File: config.mk
export PLATFORM = sky130hd
export DESIGN_NAME = axi_lite_master
export DESIGN_NICKNAME = d
export VERILOG_FILES = /design/src/rtl/lexington_pkg.sv /design/src/rtl/axi_lite_master.sv
export SDC_FILE = /design/constraint.sdc
export NUM_CORES = 1
export LEC_CHECK = 0
export CORE_AREA = 2 2 117 119
export CTS_BUF_LIST = sky130_fd_sc_hd__clkbuf_8
export DETAILED_ROUTE_END_ITERATION = 12
export DIE_AREA = 0 0 119 121
export PLACE_DENSITY = 0.85
export SYNTH_ARGS = -nofsm -noshare
export SYNTH_HDL_FRONTEND = slang
export SYNTH_SLANG_ARGS = --single-unit
File: constraint.sdc
create_clock -name clk -period 5.4 [get_ports clk]
set_input_delay 1.62 -clock clk [delete_from_list [all_inputs] [get_ports clk]]
set_output_delay 1.62 -clock clk [all_outputs]
set_load 0.02 [all_outputs]
File: src/rtl/lexington_pkg.sv
// Shared AXI definitions for the lexington bus fabric: response codes and
// default bridge sizing.
package lexington_pkg;

  localparam int DEFAULT_AXI_ADDR_WIDTH = 32;
  localparam int DEFAULT_AXI_TIMEOUT    = 255;

  typedef enum logic [1:0] {
    OKAY   = 2'b00,
    EXOKAY = 2'b01,
    SLVERR = 2'b10,
    DECERR = 2'b11
  } axi_resp_t;

  // EXOKAY is a success for a single-beat lite access; only the error codes fault.
  function automatic logic resp_is_fault(input axi_resp_t resp);
    return (resp == SLVERR) || (resp == DECERR);
  endfunction

endpackage

File: src/rtl/axi_lite_master.sv
// Bridges the core's single-cycle DBus request port onto an AXI4-Lite master,
// stalling the core with busy until the B/R response (or a timeout) returns.
module axi_lite_master
  import lexington_pkg::*;
#(
  parameter int AXI_ADDR_WIDTH = DEFAULT_AXI_ADDR_WIDTH,
  parameter int TIMEOUT_CYCLES = DEFAULT_AXI_TIMEOUT
) (
  input  logic                      clk,
  input  logic                      rst_n,
  input  logic                      rd_en,
  input  logic                      wr_en,
  input  logic [AXI_ADDR_WIDTH-1:0] addr,
  input  logic [31:0]               wr_data,
  input  logic [3:0]                wr_strobe,
  output logic [31:0]               rd_data,
  output logic                      access_fault,
  output logic                      busy,
  output logic [AXI_ADDR_WIDTH-1:0] m_axi_awaddr,
  output logic [2:0]                m_axi_awprot,
  output logic                      m_axi_awvalid,
  input  logic                      m_axi_awready,
  output logic [31:0]               m_axi_wdata,
  output logic [3:0]                m_axi_wstrb,
  output logic                      m_axi_wvalid,
  input  logic                      m_axi_wready,
  input  logic [1:0]                m_axi_bresp,
  input  logic                      m_axi_bvalid,
  output logic                      m_axi_bready,
  output logic [AXI_ADDR_WIDTH-1:0] m_axi_araddr,
  output logic [2:0]                m_axi_arprot,
  output logic                      m_axi_arvalid,
  input  logic                      m_axi_arready,
  input  logic [31:0]               m_axi_rdata,
  input  logic [1:0]                m_axi_rresp,
  input  logic                      m_axi_rvalid,
  output logic                      m_axi_rready
);

  typedef enum logic [2:0] {
    IDLE,
    WR_ADDR,
    WR_RESP,
    RD_ADDR,
    RD_DATA,
    DONE
  } state_t;

  localparam int CNT_W = (TIMEOUT_CYCLES > 1) ? $clog2(TIMEOUT_CYCLES) : 1;
  localparam logic [CNT_W-1:0] CNT_LAST =
    (TIMEOUT_CYCLES > 0) ? CNT_W'(TIMEOUT_CYCLES - 1) : '0;

  state_t                    state, state_d;
  logic [AXI_ADDR_WIDTH-1:0] awaddr_d, araddr_d;
  logic [31:0]               wdata_d, rd_data_d;
  logic [3:0]                wstrb_d;
  logic                      awvalid_d, wvalid_d, bready_d, arvalid_d, rready_d;
  logic                      fault_d;
  logic                      stale, stale_d;
  logic [CNT_W-1:0]          cnt, cnt_d;
  logic                      expired;
  logic                      swallow;

  assign m_axi_awprot = 3'b000;
  assign m_axi_arprot = 3'b000;

  // A timed-out slave may still answer later; that stray beat is absorbed here.
  assign swallow = stale && ((m_axi_bready && m_axi_bvalid) || (m_axi_rready && m_axi_rvalid));
  assign expired = (TIMEOUT_CYCLES != 0) && (cnt == CNT_LAST);

  always_comb begin
    busy = 1'b0;
    case (state)
      IDLE:                                busy = rd_en || wr_en;
      WR_ADDR, WR_RESP, RD_ADDR, RD_DATA:  busy = 1'b1;
      default:                             busy = 1'b0;
    endcase
  end

  always_ff @(posedge clk or negedge rst_n) begin
    if (!rst_n) begin
      state         <= IDLE;
      m_axi_awaddr  <= '0;
      m_axi_awvalid <= 1'b0;
      m_axi_wdata   <= '0;
      m_axi_wstrb   <= '0;
      m_axi_wvalid  <= 1'b0;
      m_axi_bready  <= 1'b0;
      m_axi_araddr  <= '0;
      m_axi_arvalid <= 1'b0;
      m_axi_rready  <= 1'b0;
      rd_data       <= '0;
      access_fault  <= 1'b0;
      stale         <= 1'b0;
      cnt           <= '0;
    end else begin
      state         <= state_d;
      m_axi_awaddr  <= awaddr_d;
      m_axi_awvalid <= awvalid_d;
      m_axi_wdata   <= wdata_d;
      m_axi_wstrb   <= wstrb_d;
      m_axi_wvalid  <= wvalid_d;
      m_axi_bready  <= bready_d;
      m_axi_araddr  <= araddr_d;
      m_axi_arvalid <= arvalid_d;
      m_axi_rready  <= rready_d;
      rd_data       <= rd_data_d;
      access_fault  <= fault_d;
      stale         <= stale_d;
      cnt           <= cnt_d;
    end
  end

  always_comb begin
    state_d   = state;
    awaddr_d  = m_axi_awaddr;
    awvalid_d = m_axi_awvalid;
    wdata_d   = m_axi_wdata;
    wstrb_d   = m_axi_wstrb;
    wvalid_d  = m_axi_wvalid;
    bready_d  = m_axi_bready;
    araddr_d  = m_axi_araddr;
    arvalid_d = m_axi_arvalid;
    rready_d  = m_axi_rready;
    rd_data_d = rd_data;
    fault_d   = access_fault;
    stale_d   = stale;
    cnt_d     = cnt;

    case (state)
      IDLE: begin
        if (stale) begin
          if (swallow) begin
            stale_d  = 1'b0;
            bready_d = 1'b0;
            rready_d = 1'b0;
          end
        end else if (wr_en) begin
          awaddr_d  = addr;
          wdata_d   = wr_data;
          wstrb_d   = wr_strobe;
          awvalid_d = 1'b1;
          wvalid_d  = 1'b1;
          state_d   = WR_ADDR;
        end else if (rd_en) begin
          araddr_d  = addr;
          arvalid_d = 1'b1;
          state_d   = RD_ADDR;
        end
      end

      // AW and W retire independently; B is only requested once both have.
      WR_ADDR: begin
        if (m_axi_awvalid && m_axi_awready) awvalid_d = 1'b0;
        if (m_axi_wvalid && m_axi_wready)   wvalid_d  = 1'b0;
        if (!awvalid_d && !wvalid_d) begin
          bready_d = 1'b1;
          cnt_d    = '0;
          state_d  = WR_RESP;
        end
      end

      WR_RESP: begin
        if (m_axi_bvalid) begin
          fault_d  = resp_is_fault(axi_resp_t'(m_axi_bresp));
          bready_d = 1'b0;
          state_d  = DONE;
        end else if (expired) begin
          fault_d   = 1'b1;
          rd_data_d = '0;
          stale_d   = 1'b1;
          state_d   = DONE;
        end else begin
          cnt_d = cnt + 1'b1;
        end
      end

      RD_ADDR: begin
        if (m_axi_arready) begin
          arvalid_d = 1'b0;
          rready_d  = 1'b1;
          cnt_d     = '0;
          state_d   = RD_DATA;
        end
      end

      RD_DATA: begin
        if (m_axi_rvalid) begin
          rd_data_d = m_axi_rdata;
          fault_d   = resp_is_fault(axi_resp_t'(m_axi_rresp));
          rready_d  = 1'b0;
          state_d   = DONE;
        end else if (expired) begin
          fault_d   = 1'b1;
          rd_data_d = '0;
          stale_d   = 1'b1;
          state_d   = DONE;
        end else begin
          cnt_d = cnt + 1'b1;
        end
      end

      DONE: begin
        state_d = IDLE;
        if (swallow) begin
          stale_d  = 1'b0;
          bready_d = 1'b0;
          rready_d = 1'b0;
        end
      end

      default: state_d = IDLE;
    endcase
  end

endmodule

# ---- Word level (Yosys, flattened, before mapping)
# Cells that the tools add are included.
# Widths: inputs -> output; s select.
dict set report classes {
  bitwise 2
  n_eq_ne 23
  n_mux 54
  reduce_logical 31
  add_sub_neg 1
}
# op n
set ops {}
lappend ops {{$mux 32} 3}
lappend ops {{$pmux 32 s2} 1}
lappend ops {{$mux 8} 5}
lappend ops {{$pmux 8 s4} 1}
lappend ops {{$mux 1} 27}
lappend ops {{$mux 3} 8}
lappend ops {{$ne 2x2->1 const B} 12}
lappend ops {{$reduce_and 4->1} 5}
lappend ops {{$reduce_bool 4->1} 4}
lappend ops {{$pmux 3 s5} 1}
lappend ops {{$pmux 1 s4} 3}
lappend ops {{$pmux 1 s2} 5}
lappend ops {{$reduce_and 5->1} 2}
lappend ops {{$add 8x1->8 const B} 1}
lappend ops {{$eq 2x2->1 const B} 4}
lappend ops {{$eq 8x8->1 const B} 1}
lappend ops {{$eq 3x2->1 const B} 2}
lappend ops {{$eq 3x3->1 const B} 2}
lappend ops {{$logic_and 1x1->1} 6}
lappend ops {{$reduce_and 3->1} 2}
lappend ops {{$reduce_bool 2->1} 3}
lappend ops {{$logic_or 1x1->1} 4}
lappend ops {{$reduce_or 4->1} 1}
lappend ops {{$eq 3x1->1 const B} 1}
lappend ops {{5 further kinds} 7}
dict set report totals {
  register_bits 150
  in_bits 113
  output_inout_bits 145
}

# ---- Depth between registers and ports, before layout
# Gate-level depths: netlist (run 1).
dict set report depth {
  word_depth 7
  ltp_mapped 7
  mapped_depth_nobuf 6
}

# ---- Least setup slack after synthesis (run 1)
# No wires, ideal clock.
dict set report synth_path {
  path_kind {in2out}
  start {input port rd_en}
  end {output port busy}
  t_required_ps 3780
  path_slack_ps 1770
  arrival_ps 2010
  n_path_buf 0
  path_stages 2
  cell_sequence {nor4_1 a21oi_1}
}
dict set report synth_between {
  elab_chain_cells 2
}
# element line
set synth_lines {}
lappend synth_lines {{start, declared} axi_lite_master.sv:11} ;# input logic rd_en,
lappend synth_lines {{$logic_or 1x1->1} axi_lite_master.sv:74} ;# IDLE: busy = rd_en || wr_en;
lappend synth_lines {{$pmux 1 s2} axi_lite_master.sv:73} ;# case (state)
lappend synth_lines {{end, declared} axi_lite_master.sv:18} ;# output logic busy,
# No other way between the ends.

# ---- Worst setup path after layout (run 1)
dict set report layout_path {
  start {input port wr_en}
  end {output port busy}
}
dict set report layout_between {
  elab_chain_cells 2
}
# element line
set layout_lines {}
lappend layout_lines {{start, declared} axi_lite_master.sv:12} ;# input logic wr_en,
lappend layout_lines {{$logic_or 1x1->1} axi_lite_master.sv:74}
lappend layout_lines {{$pmux 1 s2} axi_lite_master.sv:73}
# No other way between the ends.

==> metrics.txt, run 1 <==
outcome=finished, final reports clean; Mean Syn Cell Area=approximately 14 um^2; minimum clock period=4780 ps; period utilization=0.885; # clock sinks=150; final setup violation count=0; gr ovfl total=0; area occupied by multi-input gates=around 2100 um^2; CTS tree=built; most common cell in the netlist=dfrtp_1; Starting Density=0.462; fraction of layout cells with a size suffix above 1=0.215; FF+latch count, synth=150; Avg WL per Cell=roughly 18 um; worst path required time=about 3800 ps; crit start category=input port; worst r2r src=state[2]; crit path cell chain=clkdlybuf4s50_1 > nor4_1 > a21oi_1 > clkdlybuf4s50_1; die area=14400 um^2; Die Y-Extent=~120 um; largest net degree at the start of global routing=between 90 and 100; Pleak=between 3 and 4 nW; Critical Path Max Stage Delay=between 600 and 700 ps; root buffer cell=clkbuf_8; initial drt markers=214; CTS H-tree depth=4; CP delay by family, top=buffers and inverters; final hold vios=0; number of max-cap violations=0; Resized cells post-CTS=0; most used cell, CP=clkdlybuf4s50_1; top-area cell type share of the netlist area=0.620; ANT cells=0; first-pass GRT wire length=24600 um; hold path startpoint=rd_data[13]; hold crit path type=reg2reg; Via Count=~4500; Setup Skew=10.1 ps; Syn Inst Count=about 420; area grow syn2layout=49.8%; total detailed-routing wirelength=roughly 15000 um; row count=42; predominant post-synthesis flop cell=dfrtp_1; Post-synth top cells=dfrtp_1, mux2_2, a22o_1, buf_2, nor2_1; worst slew pin tran=between 900 and 1000 ps; DRC viols=0; asr flop ratio synth=1.00; CP Buf/Inv Count=2; total track usage=0.222; Post-Synthesis Cell Area=6050 um^2; Slowest cell on crit path=clkdlybuf4s50_1; width of the die=between 100 and 150 um; Yosys top cell by area=dfrtp_1; setup_tns=0 ps; main area contributors after synthesis=dfrtp_1, mux2_2, a22o_1; Skew-Pair Late Insertion Delay=450 ps; Seq/Total Area, Yosys=0.620; Antenna Violating Nets Remaining=0; Worst Setup End Kind=output port; setup ws final=around 620 ps; Core ar.=13100 um^2; number of global-route vias before repair=roughly 4700; Worst IR Drop VDD=0.340 mV; Inserted Clock Buffers=17; Slew headroom=0.395; hold slack final=between 500 and 600 ps; Distinct cells, synth=about 50; Yosys warnings=0; pre-CTS WS=between 600 and 700 ps; critical path peak fanout=7; Critical Path AT=3160 ps; placer congestion estimate=around 0.78; DR pass1 iterations=4; Final Max Slew Viols=0; maximum clock rate=between 200 and 250 MHz; Critical path origin=wr_en; fill cell count=896; Hold-fix buffers, CTS=0; Setup Buffers After CTS=0; io pins=roughly 260; vias per cell=between 5 and 6; Sequential Area=about 3800 um^2; Max clock buf depth=2; Crit Path Class=in2out; IO Port Bufs=around 250; Clock transition at path regs=70 ps; RSZ-0062 raised after global routing=false; antenna violations before repair=0; Final #Nets=roughly 800; pwr dens=roughly 630 nW/um^2; Detail Placement HPWL=approximately 11000 um; number of flops mapped to enable cells by yosys=0
-- cells by family after synthesis --
| group | share of synthesized area |
|---|---|
| mux | 0.189 |
| xor+xnor | 0.00145 |
| other cells | 0.000620 |
| buf+inv | 0.0329 |
| fa+ha+maj | 0.00414 |
| flops | 0.620 |
| simple gates | 0.0511 |
| compound gates | 0.101 |
-- sequential cells by signal, summed over array words and instances (netlist names), 3 cells and up --
signal,cells
m_axi_araddr,32
m_axi_awaddr,32
m_axi_wdata,32
rd_data,32
cnt,8
m_axi_wstrb,4
state,3
-- final cells by class --
type | count | area share
Timing Repair Buffer | 255 | 0.280
Multi-Input combinational cell | 242 | 0.234
Tap cell | 176 | 0.0243
Sequential cell | 150 | 0.414
Inverter | 8 | 0.00331
Clock buffer | 17 | 0.0258
Clock inverter | 15 | 0.0181
-- power breakdown --
part,internal [mW],leakage [nW],switching (mW)
registers,1.67,1.80,0.336
clock network,0.451,0.208,0.413
logic,1.51,1.87,1.36
-- final timing paths --
kind,slack (ps),to,cells after the start
worst max-delay path,620,busy,4
max in group asynchronous,3240,m_axi_araddr[21],2
worst max register to register,3040,cnt[1],5
worst min-delay path,510,rd_data[13],1
worst min register to register,510,rd_data[13],1
min in group asynchronous,1210,rd_data[26],1
-- worst reg2reg max path, cell delays in order, from the launching register on --
cell and delay, ps:
dfrtp_1 610, and4bb_1 310, buf_4 240, or2_4 320, a311oi_4 420, mux2_4 340
-- routing by layer --
| metal | routed length (um) | GRT usage | vias up |
|---|---|---|---|
| li1 | - | - | 2048 |
| met3 | 1390 | 0.0869 | 33 |
| met1 | 5640 | 0.242 | 2221 |
| met5 | 0 | 0 | - |
| met2 | 7830 | 0.381 | 208 |
| met4 | 426 | 0.101 | 0 |
-- layout by cell type, fill, tap and decap left out, drive strengths merged, types with 2 or more instances in the layout --
cell,instances
o31ai,2
buf,7
nand2b,5
ha,2
o211ai,2
conb,6
a21oi,8
nor4,2
o21ai,10
or3,3
or2,2
mux2,101
clkbuf,17
clkinvlp,2
clkinv,7
clkdlybuf4s50,248
nand2,9
and3,3
a211oi,2
o311ai,2
nand3,5
bufinv,3
inv,11
nor2,11
a31oi,10
dfrtp,150
nand4,3
nor3,4
a22o,33
-- stage by stage --
| step | cell area, um^2 | cells | util | total power, mW |
|---|---|---|---|---|
| 2_1_floorplan | 6070 | 427 | - | 3.49 |
| 3_3_place_gp | 8670 | 831 | 0.662 | 4.81 |
| 3_5_place_dp | 8670 | 831 | 0.662 | 4.91 |
| 4_1_cts | 9060 | 863 | 0.693 | 5.80 |
| 5_1_grt | 9060 | 863 | 0.693 | 6.05 |
| 6_report | 9060 | 863 | 0.693 | 5.74 |
Power figures use the tool's default switching activity.
==> inputs of run 2 (changes only) <==
- CTS_CLUSTER_DIAMETER: unset -> 100
==> results of run 2 <==
Final layout, timing and power as in run 1 (identical DEF).
==> inputs of run 3 (changes only) <==
- CORE_AREA: 2 2 117 119 -> 2 2 126 128
- DIE_AREA: 0 0 119 121 -> 0 0 128 130
- PLACE_DENSITY: 0.85 -> 0.78
- RECOVER_POWER: unset -> 50
- clock period: 5.4 -> 4.2 ns (I/O delays scaled with it)
==> run 3 against run 2 <==
Effect of this change:
- the flow now finishes with violations (max-capacitance violations, max-slew violations)
- power increased by 31%
- hold slack improved by 0.67 ps
- non-clock buffer count increased by 1
- sequential share of layout area decreased by 0.37 points
- cell count increased by 2.0%
- flip-flop and latch count unchanged
- via count decreased by 0.93%
- clock skew decreased by 1.2 ps
- critical endpoint unchanged
- largest cell class unchanged
==> metrics.txt, run 3 (synthesis gave the netlist of run 1 again) <==
Worst Setup End Kind=output port; area occupied by multi-input gates=2120 um^2; RSZ-0062 raised after global routing=false; Inserted Clock Buffers=17; setup_tns=0 ps; failing checks=max-capacitance violations, max-slew violations; Core ar.=roughly 15000 um^2; Final Max Slew Viols=between 100 and 150; Critical Path Max Stage Delay=590 ps; vias per cell=5.08; CP Buf/Inv Count=2; DR pass1 iterations=5; gr ovfl total=0; total track usage=0.186; Final #Nets=790; most common cell after layout, fill and taps aside=clkdlybuf4s50_1; critical path peak fanout=2; Avg WL per Cell=roughly 18 um; Slew headroom=-0.797; maximum clock rate=252 MHz; Starting Density=0.392; Max clock buf depth=2; DRC viols=0; initial drt markers=177; Worst IR Drop VDD=0.470 mV; Final Util=0.593; number of global-route vias before repair=about 4600; die area=around 17000 um^2; crit start category=input port; number of max-cap violations=2; final hold vios=0; width of the die=about 130 um; row count=46; worst slew pin tran=roughly 2700 ps; CP delay by family, top=buffers and inverters; CTS tree=built; Clock transition at path regs=80 ps; combinational power share=0.491; minimum clock period=about 4000 ps; Via Count=between 4000 and 5000; ANT cells=0; Setup Skew=8.97 ps; Critical Path AT=~2700 ps; sw frac=0.362; Detail Placement HPWL=roughly 11000 um; fraction of layout cells with a size suffix above 1=0.214; placer congestion estimate=between 0.8 and 0.9; area grow syn2layout=51.2%; pwr dens=between 800 and 900 nW/um^2; Skew-Pair Late Insertion Delay=roughly 440 ps; worst path required time=just under 3000 ps; hold slack final=507 ps; Seq pwr share=0.343; Resized cells post-CTS=0; CTS H-tree depth=4; total power=approximately 7.5 mW; final setup violation count=0; period utilization=0.944; Crit Path Class=in2out; largest net degree at the start of global routing=70; Internal=4.79 mW; Antenna Violating Nets Remaining=0; crit path cell chain=dlygate4sd3_1 > nor4_1 > a21oi_1 > clkdlybuf4s50_1; Die Y-Extent=~130 um; total detailed-routing wirelength=roughly 15000 um; root buffer cell=clkbuf_8; antenna violations before repair=0; Slowest cell on crit path=clkdlybuf4s50_1; Sequential Area=~3800 um^2; IO Port Bufs=approximately 250; Pleak=3.90 nW; most frequent cells in the layout=clkdlybuf4s50_1, dfrtp_1, mux2_2; Hold-fix buffers, CTS=0; io pins=258; hold crit path type=reg2reg; first-pass GRT wire length=roughly 24000 um; sw power=2.72 mW; Setup Buffers After CTS=0; outcome=finished, violations left; # clock sinks=150; Clock Power Share=0.166; fill cell count=between 1000 and 1500
[run 3: changes by cell type in the layout (fill, tap and decap cells not counted), moves of 2 or more]
cell | before | now
buf_4 | 6 | 2
clkdlybuf4s50_1 | 248 | 246
clkbuf_8 | 17 | 19
clkbuf_2 | 0 | 3
clkinvlp_4 | 2 | 0
inv_6 | 1 | 3
dlygate4sd3_1 | 0 | 2
clkinv_2 | 5 | 1
[run 3: power by group through the flow]
| stage | logic, mW | clock network (mW) | registers, mW |
|---|---|---|---|
| 5_1_grt | 3.90 | 1.36 | 2.67 |
| 3_3_place_gp | 3.65 | 0 | 2.55 |
| 6_report | 3.69 | 1.24 | 2.58 |
| 2_1_floorplan | 1.14 | 0 | 3.36 |
| 3_5_place_dp | 3.72 | 0 | 2.59 |
| 4_1_cts | 3.73 | 1.29 | 2.58 |
[run 3: worst reg2reg max path: stages (launching register included)]
cell and delay (ps):
dfrtp_1 550, or2_2 430, nor3_4 240, nand2_1 260, clkbuf_2 900, mux2_2 690
[run 3: layer usage]
layer / part of all wire / track usage
met5: 0 / 0
met4: 0.016 / 0.0705
met3: 0.081 / 0.0689
met2: 0.51 / 0.315
met1: 0.39 / 0.217
[run 3: path summary, 6_finish.rpt]
kind	from	to	slack, ps	depth (start not counted)
hold reg to reg	rd_data[23]	rd_data[23]	510	1
max in group asynchronous	rst_n	m_axi_araddr[29]	750	2
hold / removal	rd_data[23]	rd_data[23]	510	1
setup reg to reg	state[0]	m_axi_wdata[13]	1020	5
min in group asynchronous	rst_n	m_axi_araddr[27]	1790	1
setup / recovery	wr_en	busy	240	4
[run 3: area by class of cell]
class,count,area share
Timing Repair Buffer,256,0.278
Clock inverter,13,0.0211
Tap cell,192,0.0263
Multi-Input combinational cell,242,0.232
Inverter,8,0.00328
Sequential cell,150,0.410
Clock buffer,19,0.0286
[run 3: per-stage QoR]
step	cells	cell area (um^2)	setup slack (ps)
floorplan	427	6070	1290
global placement	848	8720	294
detailed placement	848	8720	313
CTS	880	9170	305
global route	880	9150	135
finish	880	9150	235
==> RTL edit, RTL diff (config.mk and constraints of run 1) <==
Re-encode `state_t` (6 states) as one-hot, 6 bits wide.
--- a/src/rtl/axi_lite_master.sv
+++ b/src/rtl/axi_lite_master.sv
@@ -37,13 +37,13 @@
   output logic                      m_axi_rready
 );
 
-  typedef enum logic [2:0] {
-    IDLE,
-    WR_ADDR,
-    WR_RESP,
-    RD_ADDR,
-    RD_DATA,
-    DONE
+  typedef enum logic [5:0] {
+    IDLE    = 6'b000001,
+    WR_ADDR = 6'b000010,
+    WR_RESP = 6'b000100,
+    RD_ADDR = 6'b001000,
+    RD_DATA = 6'b010000,
+    DONE    = 6'b100000
   } state_t;
 
   localparam int CNT_W = (TIMEOUT_CYCLES > 1) ? $clog2(TIMEOUT_CYCLES) : 1;
Behaviour: same outputs for any inputs over 4 cycles, from zero or initial values and one cycle with rst_n low; so few cycles prove little.
==> RTL edit against run 1 <==
- area after synthesis up 2.2%
- total power down 3.7%
- setup slack better by 110 ps
- sequential cell count up 3
- sequential share of layout area up 0.12 points
- routed wire length up 5.5%
- final area up 1.7%
- count of clock-buffer cells in the layout up 1
- register-to-register slack worse by 40 ps
==> RTL edit: results (changes against run 1) <==
met1 usage=0.251 (was 0.242); Non-clock buffering overhead=0.274 (was 0.280); vias in the first global route=4,887 (was 4,749); Logic inverters=9 (was 8); root buffer cell=clkbuf_8 (unchanged); Worst Path Arrival=3050 ps (was 3160 ps); reg2reg end=m_axi_awaddr[3] (was cnt[1]); Multi-input gate area=2180 um2 (was 2120 um2); Filler cells=860 (was 896); Leakage=3.96 nW (was 3.87 nW); GR Layer Usage met3=0.104 (was 0.0869); worst-path fanout max=4 (was 7); register area share after synthesis=0.619 (was 0.620); commonest cells in the netlist=dfrtp_1, mux2_2, a22o_1 (unchanged); global-route wire length before repair=25,600 um (was 24,600 um); slowest stage cell, crit path=clkdlybuf4s50_1 (unchanged); Peak VDD IR=0.443 mV (was 0.340 mV); status=finished clean (unchanged); met1 wire length=5890 um (was 5640 um); met2 WL=8220 um (was 7830 um); clock network area share=0.0464 (was 0.0439); Seq area share=0.415 (was 0.414); worst slew pin tran=985 ps (was 908 ps); Non-CTS buffers=253 (was 255); fraction of layout cells with a size suffix above 1=0.216 (was 0.215); detailed placer's ending HPWL=11,600 um (was 11,100 um); multi-input gates=248 (was 242); synth top area cells=dfrtp_1, mux2_2, a22o_1 (unchanged); WL/cell=18.5 um (was 17.7 um); Total GRT Usage=0.232 (was 0.222); largest net degree at the start of global routing=79 (was 91); worst reg-to-reg setup slack=3000 ps (was 3040 ps); Netlist cell types=54 (was 51); HP Class=flop to flop (unchanged); Clock Skew=8.76 ps (was 10.1 ps); initial drt markers=152 (was 214); nets=797 (was 789); met2 Usage GRT=0.400 (was 0.381); CP peak stage delay=610 ps (was 670 ps)
RTL edit: worst min path at each step:
stage / start / end / slack [ps] / cells after the start
detailed placement: rd_data[17] / rd_data[17] / 480 / 1
CTS: rd_data[27] / rd_data[27] / 510 / 1
global route: m_axi_wdata[24] / m_axi_wdata[24] / 520 / 1
floorplan: cnt[0] / cnt[0] / 500 / 1
finish: rd_data[20] / rd_data[20] / 500 / 1
global placement: rd_data[29] / rd_data[29] / 480 / 1
RTL edit: cell families (layout without fill, tap and decap cells):
group	Yosys count	count (layout)	share of synthesized area
DFF	153	153	0.619
muxes	100	100	0.182
xor gates and xnor gates	2	2	0.00283
other	1	6	0.000606
and+or+nand+nor	68	68	0.0686
adders and majority gates	2	2	0.00405
AOI/OAI and AO/OA	70	70	0.0890
buffers and inverters	37	294	0.0334
RTL edit: worst max-delay path, delay by kind of cell:
family,cells,cell delay (ps)
buf+inv,2,1210
compound gates,1,120
simple gates,1,90
RTL edit: stage by stage:
| step | setup WS [ps] | power, mW | std cells | cell area (um2) |
|---|---|---|---|---|
| 4_1_cts | 743 | 5.58 | 870 | 9210 |
| 2_1_floorplan | 1850 | 3.32 | 438 | 6200 |
| 6_report | 733 | 5.53 | 871 | 9220 |
| 5_1_grt | 654 | 5.81 | 871 | 9220 |
| 3_3_place_gp | 734 | 4.55 | 838 | 8780 |
| 3_5_place_dp | 754 | 4.63 | 838 | 8780 |
RTL edit: report_power, final:
part / internal, mW / total, mW / switching (mW)
clock: 0.511 / 0.923 / 0.413
sequential: 1.65 / 1.95 / 0.299
combinational: 1.40 / 2.65 / 1.26
total: 3.56 / 5.53 / 1.97
